--- config.mk ---
export PLATFORM = sky130hd
export DESIGN_NAME = sram_axi_bridge_flat
export DESIGN_NICKNAME = d
export VERILOG_FILES = /design/src/rtl/sram_axi_bridge_if.sv /design/src/rtl/sram_axi_bridge.sv /design/src/flat_wrapper.sv
export SDC_FILE = /design/constraint.sdc
export NUM_CORES = 1
export LEC_CHECK = 0
export ABC_AREA = 0
export BUFFER_PORTS_ARGS = -buffer_cell sky130_fd_sc_hd__buf_2
export CAP_MARGIN = 20
export CELL_PAD_IN_SITES_DETAIL_PLACEMENT = 0
export CELL_PAD_IN_SITES_GLOBAL_PLACEMENT = 1
export CORE_AREA = 2 2 139 141
export CTS_BUF_LIST = sky130_fd_sc_hd__clkbuf_4 sky130_fd_sc_hd__clkbuf_8
export DETAILED_ROUTE_END_ITERATION = 12
export DIE_AREA = 0 0 141 143
export PLACE_DENSITY = 0.86
export SLEW_MARGIN = 20
export SYNTH_ARGS = -nofsm -noshare
export SYNTH_HDL_FRONTEND = slang
export SYNTH_SLANG_ARGS = --single-unit
--- constraint.sdc ---
create_clock -name clk -period 2.9 [get_ports clk]
set_clock_uncertainty 0.15 [all_clocks]
set_input_delay 0 -clock clk [delete_from_list [all_inputs] [get_ports clk]]
set_output_delay 0 -clock clk [all_outputs]
set_load 0.005 [all_outputs]
--- src/rtl/sram_axi_bridge_if.sv ---
// Single-beat AXI read/write channel bundle between the SRAM-like bridge and the AXI wrapper.
// Burst, cache, lock, prot and write IDs are tied off in the wrapper, so they are absent here.
interface sram_axi_bridge_if #(
  parameter int ADDR_W = 32,
  parameter int ID_W   = 4
);
  logic [ID_W-1:0]   arid;
  logic [ADDR_W-1:0] araddr;
  logic [2:0]        arsize;
  logic              arvalid;
  logic              arready;

  logic [ID_W-1:0]   rid;
  logic [31:0]       rdata;
  logic              rvalid;
  logic              rready;

  logic [ADDR_W-1:0] awaddr;
  logic [2:0]        awsize;
  logic              awvalid;
  logic              awready;

  logic [31:0]       wdata;
  logic [3:0]        wstrb;
  logic              wvalid;
  logic              wready;

  logic              bvalid;
  logic              bready;

  modport master (
    output arid, araddr, arsize, arvalid, input arready,
    input rid, rdata, rvalid, output rready,
    output awaddr, awsize, awvalid, input awready,
    output wdata, wstrb, wvalid, input wready,
    input bvalid, output bready
  );

  modport slave (
    input arid, araddr, arsize, arvalid, output arready,
    output rid, rdata, rvalid, input rready,
    input awaddr, awsize, awvalid, output awready,
    input wdata, wstrb, wvalid, output wready,
    output bvalid, input bready
  );
endinterface

--- src/rtl/sram_axi_bridge.sv ---
// Merges the instruction-fetch and data SRAM-like channels onto one single-beat AXI master.
// Reads share one AR slot (data wins); data writes use a one-deep AW/W/B path.
module sram_axi_bridge #(
  parameter int ADDR_W  = 32,
  parameter int MAX_OUT = 2,
  parameter int ID_W    = 4
) (
  input  logic              clk,
  input  logic              resetn,

  input  logic              inst_req,
  input  logic              inst_wr,
  input  logic [1:0]        inst_size,
  input  logic [ADDR_W-1:0] inst_addr,
  input  logic [31:0]       inst_wdata,
  output logic              inst_addr_ok,
  output logic              inst_data_ok,
  output logic [31:0]       inst_rdata,

  input  logic              data_req,
  input  logic              data_wr,
  input  logic [1:0]        data_size,
  input  logic [ADDR_W-1:0] data_addr,
  input  logic [31:0]       data_wdata,
  output logic              data_addr_ok,
  output logic              data_data_ok,
  output logic [31:0]       data_rdata,

  sram_axi_bridge_if.master axi
);

  localparam int CW = $clog2(MAX_OUT + 1);
  localparam logic [CW-1:0]   MAX_CNT = CW'(MAX_OUT);
  localparam logic [ID_W-1:0] ID_INST = '0;
  localparam logic [ID_W-1:0] ID_DATA = ID_W'(1);

  typedef enum logic [1:0] {W_IDLE, W_SEND, W_WAIT_B} wstate_t;

  wstate_t           wstate;
  logic [CW-1:0]     icnt, dcnt;

  logic              ar_valid;
  logic [ADDR_W-1:0] ar_addr;
  logic [ID_W-1:0]   ar_id;
  logic [2:0]        ar_size;

  logic              aw_valid, w_valid, b_ready;
  logic [ADDR_W-1:0] aw_addr;
  logic [2:0]        aw_size;
  logic [31:0]       w_data;
  logic [3:0]        w_strb, strb_next;

  logic slot_free, ar_has_data, data_rd_acc, data_wr_acc, inst_acc;
  logic r_inst, r_data, b_done;
  logic unused_inst_wdata;

  assign unused_inst_wdata = ^inst_wdata;

  // The slot refills in the same cycle it drains, allowing one AR per cycle.
  assign slot_free   = ~ar_valid | axi.arready;
  assign ar_has_data = ar_valid & (ar_id == ID_DATA);

  assign data_rd_acc = data_req & ~data_wr & slot_free & (dcnt < MAX_CNT) & (wstate == W_IDLE);
  assign data_wr_acc = data_req & data_wr & (wstate == W_IDLE) & (dcnt == '0) & ~ar_has_data;
  assign inst_acc    = inst_req & ~inst_wr & slot_free & (icnt < MAX_CNT) & ~data_rd_acc;

  assign r_inst = axi.rvalid & (axi.rid == ID_INST);
  assign r_data = axi.rvalid & (axi.rid == ID_DATA);
  assign b_done = (wstate == W_WAIT_B) & axi.bvalid;

  assign inst_addr_ok = inst_acc;
  assign data_addr_ok = data_rd_acc | data_wr_acc;
  assign inst_data_ok = r_inst;
  assign inst_rdata   = axi.rdata;
  assign data_data_ok = r_data | b_done;
  assign data_rdata   = axi.rdata;

  assign axi.arvalid = ar_valid;
  assign axi.araddr  = ar_addr;
  assign axi.arid    = ar_id;
  assign axi.arsize  = ar_size;
  assign axi.rready  = 1'b1;
  assign axi.awvalid = aw_valid;
  assign axi.awaddr  = aw_addr;
  assign axi.awsize  = aw_size;
  assign axi.wvalid  = w_valid;
  assign axi.wdata   = w_data;
  assign axi.wstrb   = w_strb;
  assign axi.bready  = b_ready;

  always_comb begin
    strb_next = 4'b1111;
    case (data_size)
      2'd0:    strb_next = 4'b0001 << data_addr[1:0];
      2'd1:    strb_next = data_addr[1] ? 4'b1100 : 4'b0011;
      default: strb_next = 4'b1111;
    endcase
  end

  always_ff @(posedge clk or negedge resetn) begin
    if (!resetn) begin
      ar_valid <= 1'b0;
      ar_addr  <= '0;
      ar_id    <= '0;
      ar_size  <= '0;
      icnt     <= '0;
      dcnt     <= '0;
    end else begin
      if (data_rd_acc) begin
        ar_valid <= 1'b1;
        ar_addr  <= data_addr;
        ar_id    <= ID_DATA;
        ar_size  <= {1'b0, data_size};
      end else if (inst_acc) begin
        ar_valid <= 1'b1;
        ar_addr  <= inst_addr;
        ar_id    <= ID_INST;
        ar_size  <= {1'b0, inst_size};
      end else if (axi.arready) begin
        ar_valid <= 1'b0;
      end

      if (inst_acc && !r_inst)      icnt <= icnt + 1'b1;
      else if (!inst_acc && r_inst) icnt <= icnt - 1'b1;

      if (data_rd_acc && !r_data)      dcnt <= dcnt + 1'b1;
      else if (!data_rd_acc && r_data) dcnt <= dcnt - 1'b1;
    end
  end

  always_ff @(posedge clk or negedge resetn) begin
    if (!resetn) begin
      wstate   <= W_IDLE;
      aw_valid <= 1'b0;
      w_valid  <= 1'b0;
      b_ready  <= 1'b0;
      aw_addr  <= '0;
      aw_size  <= '0;
      w_data   <= '0;
      w_strb   <= '0;
    end else begin
      case (wstate)
        W_IDLE: if (data_wr_acc) begin
          aw_addr  <= data_addr;
          aw_size  <= {1'b0, data_size};
          w_data   <= data_wdata;
          w_strb   <= strb_next;
          aw_valid <= 1'b1;
          w_valid  <= 1'b1;
          wstate   <= W_SEND;
        end
        W_SEND: begin
          if (axi.awready) aw_valid <= 1'b0;
          if (axi.wready)  w_valid  <= 1'b0;
          if ((!aw_valid || axi.awready) && (!w_valid || axi.wready)) begin
            b_ready <= 1'b1;
            wstate  <= W_WAIT_B;
          end
        end
        W_WAIT_B: if (axi.bvalid) begin
          b_ready <= 1'b0;
          wstate  <= W_IDLE;
        end
        default: wstate <= W_IDLE;
      endcase
    end
  end

  a_inst_no_underflow: assert property (@(posedge clk) disable iff (!resetn) r_inst |-> (icnt != '0));
  a_data_no_underflow: assert property (@(posedge clk) disable iff (!resetn) r_data |-> (dcnt != '0));
  a_cnt_bound: assert property (@(posedge clk) disable iff (!resetn) (icnt <= MAX_CNT) && (dcnt <= MAX_CNT));

endmodule
--- src/flat_wrapper.sv ---
// flat-port wrapper written by rule: the top's interface ports become plain ports
module sram_axi_bridge_flat 
#(
  parameter int ADDR_W  = 32,
  parameter int MAX_OUT = 2,
  parameter int ID_W    = 4
)
  (clk, resetn, inst_req, inst_wr, inst_size, inst_addr, inst_wdata, inst_addr_ok, inst_data_ok, inst_rdata, data_req, data_wr, data_size, data_addr, data_wdata, data_addr_ok, data_data_ok, data_rdata, axi_arid, axi_araddr, axi_arsize, axi_arvalid, axi_arready, axi_rid, axi_rdata, axi_rvalid, axi_rready, axi_awaddr, axi_awsize, axi_awvalid, axi_awready, axi_wdata, axi_wstrb, axi_wvalid, axi_wready, axi_bvalid, axi_bready);
  sram_axi_bridge_if #(.ADDR_W(ADDR_W), .ID_W(ID_W)) axi_i ();
  input  logic clk;
  input  logic resetn;
  input  logic inst_req;
  input  logic inst_wr;
  input  logic [1:0] inst_size;
  input  logic [ADDR_W-1:0] inst_addr;
  input  logic [31:0] inst_wdata;
  output logic inst_addr_ok;
  output logic inst_data_ok;
  output logic [31:0] inst_rdata;
  input  logic data_req;
  input  logic data_wr;
  input  logic [1:0] data_size;
  input  logic [ADDR_W-1:0] data_addr;
  input  logic [31:0] data_wdata;
  output logic data_addr_ok;
  output logic data_data_ok;
  output logic [31:0] data_rdata;
  output wire logic [$bits(axi_i.arid)-1:0] axi_arid;
  output wire logic [$bits(axi_i.araddr)-1:0] axi_araddr;
  output wire logic [$bits(axi_i.arsize)-1:0] axi_arsize;
  output wire logic [$bits(axi_i.arvalid)-1:0] axi_arvalid;
  input wire logic [$bits(axi_i.arready)-1:0] axi_arready;
  input wire logic [$bits(axi_i.rid)-1:0] axi_rid;
  input wire logic [$bits(axi_i.rdata)-1:0] axi_rdata;
  input wire logic [$bits(axi_i.rvalid)-1:0] axi_rvalid;
  output wire logic [$bits(axi_i.rready)-1:0] axi_rready;
  output wire logic [$bits(axi_i.awaddr)-1:0] axi_awaddr;
  output wire logic [$bits(axi_i.awsize)-1:0] axi_awsize;
  output wire logic [$bits(axi_i.awvalid)-1:0] axi_awvalid;
  input wire logic [$bits(axi_i.awready)-1:0] axi_awready;
  output wire logic [$bits(axi_i.wdata)-1:0] axi_wdata;
  output wire logic [$bits(axi_i.wstrb)-1:0] axi_wstrb;
  output wire logic [$bits(axi_i.wvalid)-1:0] axi_wvalid;
  input wire logic [$bits(axi_i.wready)-1:0] axi_wready;
  input wire logic [$bits(axi_i.bvalid)-1:0] axi_bvalid;
  output wire logic [$bits(axi_i.bready)-1:0] axi_bready;
  assign axi_arid = axi_i.arid;
  assign axi_araddr = axi_i.araddr;
  assign axi_arsize = axi_i.arsize;
  assign axi_arvalid = axi_i.arvalid;
  assign axi_i.arready = axi_arready;
  assign axi_i.rid = axi_rid;
  assign axi_i.rdata = axi_rdata;
  assign axi_i.rvalid = axi_rvalid;
  assign axi_rready = axi_i.rready;
  assign axi_awaddr = axi_i.awaddr;
  assign axi_awsize = axi_i.awsize;
  assign axi_awvalid = axi_i.awvalid;
  assign axi_i.awready = axi_awready;
  assign axi_wdata = axi_i.wdata;
  assign axi_wstrb = axi_i.wstrb;
  assign axi_wvalid = axi_i.wvalid;
  assign axi_i.wready = axi_wready;
  assign axi_i.bvalid = axi_bvalid;
  assign axi_bready = axi_i.bready;
  sram_axi_bridge #(.ADDR_W(ADDR_W), .MAX_OUT(MAX_OUT), .ID_W(ID_W)) u_core (.clk(clk), .resetn(resetn), .inst_req(inst_req), .inst_wr(inst_wr), .inst_size(inst_size), .inst_addr(inst_addr), .inst_wdata(inst_wdata), .inst_addr_ok(inst_addr_ok), .inst_data_ok(inst_data_ok), .inst_rdata(inst_rdata), .data_req(data_req), .data_wr(data_wr), .data_size(data_size), .data_addr(data_addr), .data_wdata(data_wdata), .data_addr_ok(data_addr_ok), .data_data_ok(data_data_ok), .data_rdata(data_rdata), .axi(axi_i));
endmodule
## Word level (Yosys, flattened, before mapping)

Index checks and enable logic that the tools add are counted.

- Register bits: 119
- Bits of input ports: 179
- Output and inout port bits: 183
- Word-level logic and storage cells: 110

- Add/subtract/negate cells: 4
- Magnitude comparators: 2
- Eq/ne operators: 10
- Shift operators: 1
- Multiplexer cells: 27
- Bitwise gates (word level): 24
- Reduce and logical (&&, ||, !) cells: 28

Operators with widths:

| operator | number |
|---|---|
| $mux W32 | 2 |
| $and A1 B1 Y1 | 16 |
| $mux W2 | 7 |
| $mux W4 | 3 |
| $reduce_and A3 Y1 | 4 |
| $reduce_bool A2 Y1 | 5 |
| $eq A4 B1 Y1 const B | 2 |
| $mux W1 | 8 |
| $pmux W4 S2 | 1 |
| $logic_not A1 Y1 | 6 |
| $logic_not A2 Y1 | 3 |
| $mux W3 | 2 |
| $ne A2 B2 Y1 const B | 3 |
| $pmux W1 S2 | 3 |
| $pmux W2 S3 | 1 |
| $logic_and A1 B1 Y1 | 5 |
| $not A1 Y1 | 5 |
| $add A2 B1 Y2 const B | 2 |
| $eq A2 B1 Y1 const B | 2 |
| $logic_not A4 Y1 | 1 |
| $lt A2 B2 Y1 const B | 2 |
| $ne A2 B1 Y1 const B | 2 |
| $shl A1 B2 Y4 const A | 1 |
| $sub A2 B1 Y2 const B | 2 |
| other kinds (5) | 8 |

## Depth between registers and ports, before layout

- Word-level depth: 11
- Mapped depth: 10
- Gate-level depth less buffers: 8

## Worst setup path after synthesis

No wires, ideal clock.

- Path type: register to register
- Start point: register u_core.wstate[0]
- End point: register u_core.icnt[1]
- Library setup time: 0.079 ns
- Arrival: 2.239 ns
- Slack: 0.432 ns
- Cell stages (with the launch flop): 10
- Cells stage by stage: dfrtp_1 -> or4b_1 -> clkbuf_1 -> or3_1 -> buf_2 -> inv_1 -> nor2_1 -> ha_1 -> nor2_1 -> xor2_1

- Cells in the longest elaborated chain, start to end: 7
- Elaborated cells on any way between the ends: 9
- Those cells by class: mux (1); bitwise (3); reduce/logical (5)

RTL lines:

| item | line | RTL |
|---|---|---|
| start: declaration | sram_axi_bridge.sv:39 | `wstate_t wstate;` |
| start signal: assignment | sram_axi_bridge.sv:133 | `wstate <= W_IDLE;` |
| start signal: assignment | sram_axi_bridge.sv:150 | `wstate <= W_SEND;` |
| start signal: assignment | sram_axi_bridge.sv:157 | `wstate <= W_WAIT_B;` |
| $logic_not A2 Y1 * | sram_axi_bridge.sv:63 | `assign data_rd_acc = data_req & ~data_wr & slot_free & (dcnt < MAX_CNT) & (wstate == W_IDLE);` |
| $and A1 B1 Y1 * | sram_axi_bridge.sv:63 |  |
| net u_core.data_rd_acc | sram_axi_bridge.sv:53 | `logic slot_free, ar_has_data, data_rd_acc, data_wr_acc, inst_acc;` |
| $not A1 Y1 * | sram_axi_bridge.sv:65 | `assign inst_acc = inst_req & ~inst_wr & slot_free & (icnt < MAX_CNT) & ~data_rd_acc;` |
| $and A1 B1 Y1 * | sram_axi_bridge.sv:65 |  |
| net inst_addr_ok | flat_wrapper.sv:17 | `output logic inst_addr_ok;` |
| $logic_not A1 Y1 | sram_axi_bridge.sv:124 | `else if (!inst_acc && r_inst) icnt <= icnt - 1'b1;` |
| $logic_and A1 B1 Y1 | sram_axi_bridge.sv:124 |  |
| $reduce_bool A2 Y1 (no source line) | n/a |  |
| end signal: assignment | sram_axi_bridge.sv:123 | `if (inst_acc && !r_inst) icnt <= icnt + 1'b1;` |
| end signal: assignment | sram_axi_bridge.sv:124 |  |
| end: declaration | sram_axi_bridge.sv:40 | `logic [CW-1:0] icnt, dcnt;` |

The timed path passes the listed nets; every way through them passes the cells marked *.
A chain may end at the register's enable or synchronous reset.

## Worst setup path in the final report

- Start point: register u_core.dcnt[1]
- End point: register u_core.w_data[2] (netlist: u_core.axi.wdata[2])

- Cells in the longest elaborated chain, start to end: 4

RTL lines:

| item | line | RTL |
|---|---|---|
| start: declaration | sram_axi_bridge.sv:40 |  |
| start signal: assignment | sram_axi_bridge.sv:126 | `if (data_rd_acc && !r_data) dcnt <= dcnt + 1'b1;` |
| start signal: assignment | sram_axi_bridge.sv:127 | `else if (!data_rd_acc && r_data) dcnt <= dcnt - 1'b1;` |
| $logic_not A2 Y1 | sram_axi_bridge.sv:64 | `assign data_wr_acc = data_req & data_wr & (wstate == W_IDLE) & (dcnt == '0) & ~ar_has_data;` |
| $and A1 B1 Y1 (2 in a row) | sram_axi_bridge.sv:64 |  |
| $reduce_and A2 Y1 (no source line) | n/a |  |
| end signal: assignment | sram_axi_bridge.sv:146 | `w_data <= data_wdata;` |
| end: declaration | sram_axi_bridge.sv:50 | `logic [31:0] w_data;` |

Every way passes these cells.

==> flow_summary.toml <==
[status]
outcome = "finished clean"

[cts]
tritoncts = "built"
cts_root_buf = "clkbuf_8"
cts.sinks = 115
clk_latency_ns = 0.44
clockBufferDepth = 2
htreeDepth = 4
clkTransAtPathRegs_ns = 0.07
cts_setup_buffers = 0
numCtsBuffers = 17

[drt]
final_antenna_net_count = 0
dr_total_vias = 5121
vias_per_cell = 4.97
drc = 0
post_drt_wl_per_cell_um = 18.5
dr.pass1.iters = 6
first_iter_violations = 177
drt-total-wl_um = 19100

[floorplan]
start_util_pct = 32.7
rows = 50
die_area_mm2 = 0.0202
dieHeight_um = 143
die_w_um = 141
io_pins = 362
coreArea_mm2 = 0.0186

[timing]
rsz0062_at_grt = "false"
setup_ws_ns = 0.182
worst-slew-pin-transition_ns = 0.750
min_period_over_period_pct = 93.7
max_freq_mhz = 368
layout_min_cycle_time_ns = 2.72
setup_violations = 0
fin_tns_setup_ns = 0
worst_slew_margin_rel_pct = 50.0
finalHoldViolCount = 0
drv_slew = 0

[worst_hold_path]
hold_path.class = "in2async"

[pwr]
ir_drop_uv = 349
p_per_area_mw_per_mm2 = 898
p_leak_nw = 4.23

[synth]
synth_seq_cells = 115
yosysSeqAreaShare_pct = 47.4
syn_avg_cell_area_um2 = 12.3
ys_types = 34
synth_area_mm2 = 0.00608
netlist_instances = 494
yosys_warnings = 0

[grt]
grt_max_degree = 71
overflow = 0
track_usage_pct = 18.6
grt_pass1_wl_um = 28700
grt_pass1_vias = 5335
antenna_found_initial = 0

[worst_setup_path]
crit_path_end_kind = "flop"
worstPathMaxFanout = 70
required_ns = 3.08
cp-start-kind = "flop"
crit_type = "reg2reg"
cp.arrival_ns = 2.89

[place]
place_congestion = 0.762
dp_slack_ns = 0.222
port_buffers = 227
place_inst = 855
place_hpwl_um = 11300

[final_layout]
areaGrowthSynthToFinish_pct = 44.7
final_cell_mix = "buf_2 (226), dlygate4sd3_1 (143), dfrtp_1 (115)"
fin_cells = 1030
final_net_count = 964
antenna_cells = 0
fin_util_pct = 47.3
final_common_cell = "buf_2"
fillers = 1602
drive_gt1_share_pct = 47.1

[flow_run]
maxCapViolCount = 0
## cell type report
type | count | area (µm²) | share of cell area [%]
Clock buffer | 19 | 255 | 2.90
Tap cell | 234 | 293 | 3.33
Multi-Input combinational cell | 261 | 2440 | 27.8
Inverter | 6 | 22.5 | 0.256
Sequential cell | 115 | 2880 | 32.7
Clock inverter | 13 | 205 | 2.33
Timing Repair Buffer | 382 | 2700 | 30.7
## power by group
part	leakage [nW]	internal, W	total (W)	switching (W)
logic	2.63	0.00183	0.00323	0.00140
clock network	0.226	0.00106	0.00176	0.000704
registers	1.37	0.00242	0.00291	0.000487
## worst max-delay path: stages (launching register included)
cell and delay, ns:
dfrtp_1 0.41, or4b_2 0.71, buf_4 0.32, nand4bb_4 0.30
buf_12 0.30, mux2_4 0.37
## final timing paths
path | from | end | slack [ns] | cells past startpoint
min in group clk | inst_req | u_core.axi.araddr[28] | 0.03 | 4
max in group asynchronous | resetn | u_core.axi.araddr[19] | 1.84 | 3
max reg2reg | u_core.dcnt[1] | u_core.axi.wdata[2] | 0.18 | 5
max | u_core.dcnt[1] | u_core.axi.wdata[2] | 0.18 | 5
min | resetn | u_core.axi.wdata[21] | 0.02 | 2
min reg2reg | u_core.icnt[1] | u_core.icnt[1] | 0.33 | 1
## metal layers
layer	share of wire [%]	routed length, µm	global-route usage (%)	vias up
li1	-	-	-	2337
met5	0	0	0	-
met2	50	9490	32.0	238
met4	2.2	420	7.68	0
met3	5.4	1030	4.33	34
met1	43	8150	22.5	2512
## kinds of logic after synthesis
group | after synthesis | synth area share (%)
AOI/OAI and AO/OA | 83 | 9.37
xor gates and xnor gates | 6 | 0.865
adders and majority gates | 2 | 0.412
buffers and inverters | 122 | 13.2
DFF | 115 | 47.4
muxes | 70 | 17.1
other | 2 | 0.124
and+or+nand+nor | 94 | 11.6
## flip-flops by register name (all words and copies together) (netlist names), 2 cells and up
signal             flops
u_core.axi.awaddr     32
u_core.dcnt            2
u_core.axi.arsize      2
u_core.axi.awsize      2
u_core.axi.araddr     32
u_core.wstate          2
u_core.axi.wstrb       4
u_core.icnt            2
u_core.axi.wdata      32
## per-stage QoR
step | area, µm² | total power (W) | hold slack (ns)
final | 8790 | 0.00790 | 0.0157
after global routing | 8790 | 0.00838 | 0.0471
after CTS | 8790 | 0.00793 | 0.00199
after detailed placement | 6900 | 0.00594 | -0.150
after global placement | 6900 | 0.00585 | -0.150
after floorplan | 6090 | 0.00471 | -0.446
## cell usage after synthesis
cell | instances | area, µm²
nand3b_1 | 1 | 7.51
a21o_1 | 1 | 7.51
dfrtp_1 | 115 | 2880
or4b_2 | 31 | 310
buf_2 | 3 | 15.0
nand4_1 | 1 | 6.26
a21oi_1 | 4 | 20.0
nor4_1 | 34 | 213
inv_1 | 6 | 22.5
nand4bb_1 | 1 | 11.3
buf_6 | 10 | 113
nor4b_1 | 1 | 8.76
mux2_4 | 68 | 1020
o21bai_1 | 3 | 22.5
o2bb2ai_1 | 2 | 17.5
conb_1 | 2 | 7.51
o211ai_1 | 1 | 7.51
ha_1 | 2 | 25.0
buf_1 | 1 | 3.75
clkbuf_1 | 32 | 120
nand2_1 | 5 | 18.8
or3_1 | 2 | 12.5
or4b_1 | 4 | 40.0
a31oi_1 | 35 | 219
o31ai_1 | 35 | 263
nor2_1 | 5 | 18.8
nor2b_1 | 2 | 12.5
mux2i_1 | 2 | 20.0
a21boi_0 | 1 | 7.51
o21ai_0 | 1 | 5.00
buf_4 | 70 | 526
xor2_1 | 4 | 35.0
nand2b_1 | 7 | 43.8
xnor2_1 | 2 | 17.5
## timing repair
action                    CTS  global route
hold endpoints to repair  279             0
resized for setup           0             0
hold buffers              143             0
Power figures use the tool's default switching activity.
